--- config.mk ---
export PLATFORM = sky130hd
export DESIGN_NAME = sram_burst_top
export DESIGN_NICKNAME = d
export VERILOG_FILES = /design/src/rtl/sram_burst_top.sv
export SDC_FILE = /design/constraint.sdc
export NUM_CORES = 1
export LEC_CHECK = 0
export ABC_AREA = 1
export CELL_PAD_IN_SITES_DETAIL_PLACEMENT = 2
export CELL_PAD_IN_SITES_GLOBAL_PLACEMENT = 2
export CORE_ASPECT_RATIO = 1.4
export CORE_MARGIN = 8
export CORE_UTILIZATION = 44
export CTS_BUF_LIST = sky130_fd_sc_hd__clkbuf_4 sky130_fd_sc_hd__clkbuf_8
export DETAILED_ROUTE_END_ITERATION = 12
export MAX_ROUTING_LAYER = met4
export PLACE_DENSITY = 0.95
export SLEW_MARGIN = 20
export SYNTH_ARGS = -nofsm -noshare
export SYNTH_HDL_FRONTEND = slang
export SYNTH_SLANG_ARGS = --single-unit
--- constraint.sdc ---
create_clock -name clk -period 2.95 [get_ports clk]
set_clock_uncertainty 0.05 [all_clocks]
set_input_delay 0.295 -clock clk [delete_from_list [all_inputs] [get_ports clk]]
set_output_delay 0.295 -clock clk [all_outputs]
set_load 0.005 [all_outputs]
--- src/rtl/sram_burst_top.sv ---
// Serially loaded word array with single/burst reads and writes and address wrap-around.
// Optional stored even parity with a par_err output is enabled by defining PARITY_EN.
`timescale 1ns/1ps
module sram_burst_top #(
  parameter int unsigned ROWS      = 16,
  parameter int unsigned COLS      = 8,
  parameter int unsigned SER_W     = 1,
  parameter int unsigned MAX_BURST = 4
) (
  input  logic                         clk,
  input  logic                         arst,
  input  logic [SER_W-1:0]             serial_in,
  input  logic                         shift,
  input  logic                         w_en,
  input  logic                         r_en,
  input  logic [$clog2(ROWS)-1:0]      addr,
  input  logic [$clog2(MAX_BURST):0]   burst_len,
  output logic                         word_ready,
  output logic                         busy,
  output logic                         data_valid,
  output logic [COLS-1:0]              data_out
`ifdef PARITY_EN
  ,
  output logic                         par_err
`endif
);

  localparam int unsigned AW  = $clog2(ROWS);
  localparam int unsigned BLW = $clog2(MAX_BURST) + 1;
  localparam int unsigned NCH = COLS / SER_W;
  localparam int unsigned CW  = $clog2(NCH + 1);
`ifdef PARITY_EN
  localparam int unsigned MW  = COLS + 1;
`else
  localparam int unsigned MW  = COLS;
`endif

  typedef enum logic [1:0] {StIdle, StWrBurst, StRdBurst} state_e;

  state_e          state_q, state_d;
  logic [AW-1:0]   ptr_q, ptr_d;
  logic [BLW-1:0]  rem_q, rem_d;
  logic [COLS-1:0] ld_q, ld_d;
  logic [CW-1:0]   cnt_q, cnt_d;
  logic            word_ready_q, word_ready_d;
  logic            data_valid_q;
  logic [COLS-1:0] data_out_q;
  logic [BLW-1:0]  bl_c;
  logic            mem_we, rd_en, consume;
  logic [AW-1:0]   mem_waddr;
  logic [MW-1:0]   mem_wdata;
  logic [MW-1:0]   mem [ROWS];

  // Explicit wrap so non-power-of-2 depths never address past the last row.
  function automatic logic [AW-1:0] ptr_inc(input logic [AW-1:0] p);
    return (p == AW'(ROWS - 1)) ? '0 : p + AW'(1);
  endfunction

  assign bl_c = (burst_len >= BLW'(MAX_BURST)) ? BLW'(MAX_BURST - 1) : burst_len;

`ifdef PARITY_EN
  assign mem_wdata = {^ld_q, ld_q};
`else
  assign mem_wdata = ld_q;
`endif

  always_comb begin
    state_d      = state_q;
    ptr_d        = ptr_q;
    rem_d        = rem_q;
    mem_we       = 1'b0;
    mem_waddr    = addr;
    rd_en        = 1'b0;
    consume      = 1'b0;
    ld_d         = ld_q;
    cnt_d        = cnt_q;
    word_ready_d = word_ready_q;

    unique case (state_q)
      StIdle: begin
        if (w_en && word_ready_q) begin
          mem_we  = 1'b1;
          consume = 1'b1;
          if (bl_c != '0) begin
            state_d = StWrBurst;
            rem_d   = bl_c;
            ptr_d   = ptr_inc(addr);
          end
        end else if (r_en) begin
          state_d = StRdBurst;
          ptr_d   = addr;
          rem_d   = bl_c;
        end
      end
      StWrBurst: begin
        if (word_ready_q) begin
          mem_we    = 1'b1;
          mem_waddr = ptr_q;
          consume   = 1'b1;
          ptr_d     = ptr_inc(ptr_q);
          rem_d     = rem_q - BLW'(1);
          if (rem_q == BLW'(1)) state_d = StIdle;
        end
      end
      StRdBurst: begin
        rd_en = 1'b1;
        ptr_d = ptr_inc(ptr_q);
        rem_d = rem_q - BLW'(1);
        if (rem_q == '0) state_d = StIdle;
      end
      default: state_d = StIdle;
    endcase

    if (consume) begin
      word_ready_d = 1'b0;
      cnt_d        = '0;
    end else if (shift && !word_ready_q) begin
      ld_d  = (ld_q << SER_W) | COLS'(serial_in);
      cnt_d = cnt_q + CW'(1);
      if (cnt_d == CW'(NCH)) word_ready_d = 1'b1;
    end
  end

  always_ff @(posedge clk or posedge arst) begin
    if (arst) begin
      state_q      <= StIdle;
      ptr_q        <= '0;
      rem_q        <= '0;
      ld_q         <= '0;
      cnt_q        <= '0;
      word_ready_q <= 1'b0;
      data_valid_q <= 1'b0;
      data_out_q   <= '0;
    end else begin
      state_q      <= state_d;
      ptr_q        <= ptr_d;
      rem_q        <= rem_d;
      ld_q         <= ld_d;
      cnt_q        <= cnt_d;
      word_ready_q <= word_ready_d;
      data_valid_q <= rd_en;
      if (rd_en) data_out_q <= mem[ptr_q][COLS-1:0];
    end
  end

  // Array contents are deliberately left out of reset.
  always_ff @(posedge clk) begin
    if (mem_we) mem[mem_waddr] <= mem_wdata;
  end

`ifdef PARITY_EN
  logic par_err_q;
  always_ff @(posedge clk or posedge arst) begin
    if (arst) par_err_q <= 1'b0;
    else      par_err_q <= rd_en && (^mem[ptr_q]);
  end
  assign par_err = par_err_q;
`endif

  assign word_ready = word_ready_q;
  assign busy       = (state_q != StIdle);
  assign data_valid = data_valid_q;
  assign data_out   = data_out_q;

endmodule

==> results by group <==
Floorplan
  • Placement Rows: 56
  • Number of I/O pins: 24
  • Die footprint: 21100 µm²
  • Height of the die: 169 µm
  • Starting density of the core: 44.3%
  • Core Region: 16500 µm²
  • Die X-Extent: 125 µm

Clock network
  • Count of H-tree levels built during CTS: 4
  • # hold bufs at CTS: 0
  • Clock Sink Count: 159
  • Clock edge transition at the registers on the reported setup and hold paths: 100 ps
  • Worst-Skew Late Latency: 480 ps
  • Max Buffers Root-to-Sink: 2
  • TritonCTS clock tree: yes
  • Post-CTS Repair Setup Buffers: 0
  • Post-CTS Resized: 0
  • Number of buffers created by CTS: 17
  • Root buf cell: clkbuf_8

Drt
  • Routed WL per cell: 25.6 µm
  • Remaining routing DRC violations: 0
  • 1st-iter DRT viols: 463
  • DR vias/cell: 5.59
  • First-pass iteration count of the detailed router: 5
  • Post-DRT Antenna Nets: 0
  • Wirelength, routed: 26100 µm
  • Detailed-route via count: 5689

Yosys
  • Largest cells by area after synthesis: edfxtp_1, nand2_1, dfrtp_1
  • Share of async-settable or async-resettable flops after synthesis: 19.5%
  • Number of flip-flops and latches in the synthesized netlist: 159
  • Mapped Cells: 769
  • Netlist area before placement: 7330 µm²
  • Area share of the largest cell type after synthesis: 52.5%
  • Number of nets produced by synthesis: 791
  • Count of synthesis-stage warnings from yosys: 0
  • Syn Area/Cell: 9.53 µm²
  • Share of the yosys chip area belonging to registers: 63.0%
  • Cell accounting for the most synthesized area: edfxtp_1
  • List of most frequent post-synthesis cells: nand2_1, edfxtp_1, inv_1, nand3_1, dfrtp_1
  • Distinct cell type count after synthesis: 30
  • Library cell with the highest instance count after synthesis: nand2_1
  • Number of enable-type register cells in the synthesized netlist: 128
  • Main synth FF type: edfxtp_1

Critical path
  • Critical Setup Path Class: flip-flop to flip-flop
  • Cell with the largest stage delay on the worst path: nor2_1
  • Flop-to-flop setup slack: 90 ps
  • Max FO, Critical Path: 10
  • Top cell by count, worst path: inv_1
  • Levels on crit path: 8
  • End of the critical path: mem[13][0]
  • R2r endpoint: mem[13][0]
  • Family with the most delay on the worst path: simple AND/OR/NAND/NOR gates
  • Required time at the endpoint of the critical path: 3000 ps
  • Critical Path Source: state_q[1]
  • Delay of the slowest cell on the worst path: 740 ps
  • Cell breakdown of the critical path: inv_1 > ha_1 > nand2_2 > o21ai_2 > inv_1 > nor2_1 > inv_1 > nor2_1
  • Startpoint type of the worst setup path: flip-flop
  • Crit path arrival time: 2910 ps
  • Reg2Reg Depth: 8
  • Startpoint of the lowest-slack register-to-register path: state_q[1]
  • CP Capture Type: flip-flop
  • Worst path bufs/invs: 3

Global routing
  • Global-route wire length before repair: 40500 µm
  • Via count of the first global-routing pass: 6563
  • Pin count of the biggest net entering global routing: 53
  • Global-route total usage across every layer: 26.6%
  • Gr ovfl total: 0
  • Antenna violations before repair: 0

Placed design
  • I/O Buffers: 23
  • Placed Cells: 985
  • Post-Place Worst Slack: 292 ps
  • Placer Congestion: 0.812
  • Cell Area, Placed: 7800 µm²
  • Post-DP HPWL: 17400 µm

Final layout
  • Area of the multi-input gates: 2060 µm²
  • Filler-free cell count of the finished design: 1017
  • Sequential cell area in the final layout: 4620 µm²
  • Antenna diodes: 0
  • Area growth from synthesis to final layout: 12.3%
  • Post-route standard cell area excluding fillers: 8230 µm²
  • Number of filler cells placed in the layout: 1731
  • Share of cells above drive strength 1: 10.2%
  • Nets@finish: 823
  • Final core utilization: 49.8%

Timing
  • Final setup margin: 90.0 ps
  • Post-route clock period utilization: 96.9%
  • Worst Max-Slew Pin Slew: 956 ps
  • Final count of hold timing violations: 0
  • Slew Limit Headroom: 36.3%
  • Final-report max-slew violation count: 0
  • Setup repair after global routing missed its margin: no
  • Final min period: 2860 ps
  • Setup-violating endpoint count in the final report: 0
  • Max frequency: 0.350 GHz
  • Setup TNS: 0 ps

Outcome
  • Run status: finished clean

Power
  • Peak supply drop: 789 µV
  • Leak: 0.00366 µW
  • Power Density: 1040 nW/µm²

Hold path
  • Class of the most critical hold timing path: input pin to asynchronous set/reset pin

Flow run
  • Max-cap violations: 0
registers in the layout (all words and copies together) (netlist names):
register and cells:
ptr_q 4, cnt_q 4, mem 128, ld_q 8, word_ready 1, data_out 8
rem_q 3, data_valid 1, state_q 2
cells by family after synthesis:
| group | Yosys count | share of synthesized area, % |
|---|---|---|
| flip-flops | 159 | 63.0 |
| AO/OA/AOI/OAI | 40 | 3.21 |
| AND/OR/NAND/NOR | 400 | 23.2 |
| XOR/XNOR | 1 | 0.120 |
| buffers and inverters | 160 | 8.85 |
| adder cells (fa/ha/maj) | 9 | 1.54 |
area by class of cell:
class	count	share of cell area (%)
Clock buffer	17	2.84
Timing Repair Buffer	42	4.53
Clock inverter	15	2.36
Inverter	131	5.98
Tap cell	203	3.09
Sequential cell	159	56.2
Multi-Input combinational cell	450	25.0
cells in the final DEF (no fill, tap or decap), types with 2 or more instances in the layout:
| cell type | Yosys | final |
|---|---|---|
| inv_6 | 0 | 7 |
| buf_4 | 2 | 19 |
| clkinv_1 | 3 | 3 |
| o21ai_2 | 9 | 9 |
| nand3_1 | 94 | 94 |
| clkbuf_8 | 0 | 17 |
| clkdlybuf4s50_1 | 0 | 23 |
| inv_8 | 0 | 2 |
| inv_2 | 3 | 3 |
| dfrtp_1 | 31 | 30 |
| bufinv_16 | 0 | 3 |
| edfxtp_1 | 128 | 128 |
| a21oi_1 | 10 | 10 |
| or2_2 | 8 | 8 |
| o21ai_0 | 19 | 19 |
| nor2_1 | 30 | 30 |
| inv_1 | 125 | 125 |
| nor3b_1 | 2 | 2 |
| ha_1 | 9 | 9 |
| nand2_1 | 251 | 251 |
| nand4_1 | 2 | 2 |
| nand2_2 | 7 | 7 |
through the flow:
stage / power [µW] / hold slack [ps]
after floorplan: 5230 / 349
after global placement: 6260 / 419
after detailed placement: 6680 / 430
after CTS: 8610 / 75.5
after global routing: 9000 / 122
final: 8600 / 79.1
layer usage:
metal  track usage (%)  part of all wire (%)  vias up
met4              14.2                   4.6        0
li1                  -                     -     2514
met5                 -                     0        -
met3              4.16                   3.3       71
met2              47.1                    54      168
met1              28.1                    38     2936
power breakdown:
| part | total [µW] | switching [µW] | internal [µW] |
|---|---|---|---|
| combinational | 3290 | 2310 | 982 |
| sequential | 3490 | 563 | 2930 |
| clock | 1810 | 947 | 868 |
| total | 8600 | 3820 | 4770 |
worst min path at each step:
stage,to,cells past startpoint
finish,ld_q[7],2
detailed placement,data_out[7],2
floorplan,cnt_q[0],1
global placement,data_out[1],2
CTS,ld_q[4],2
global route,ld_q[7],2
Note: power is estimated with default switching activity, not from simulation.
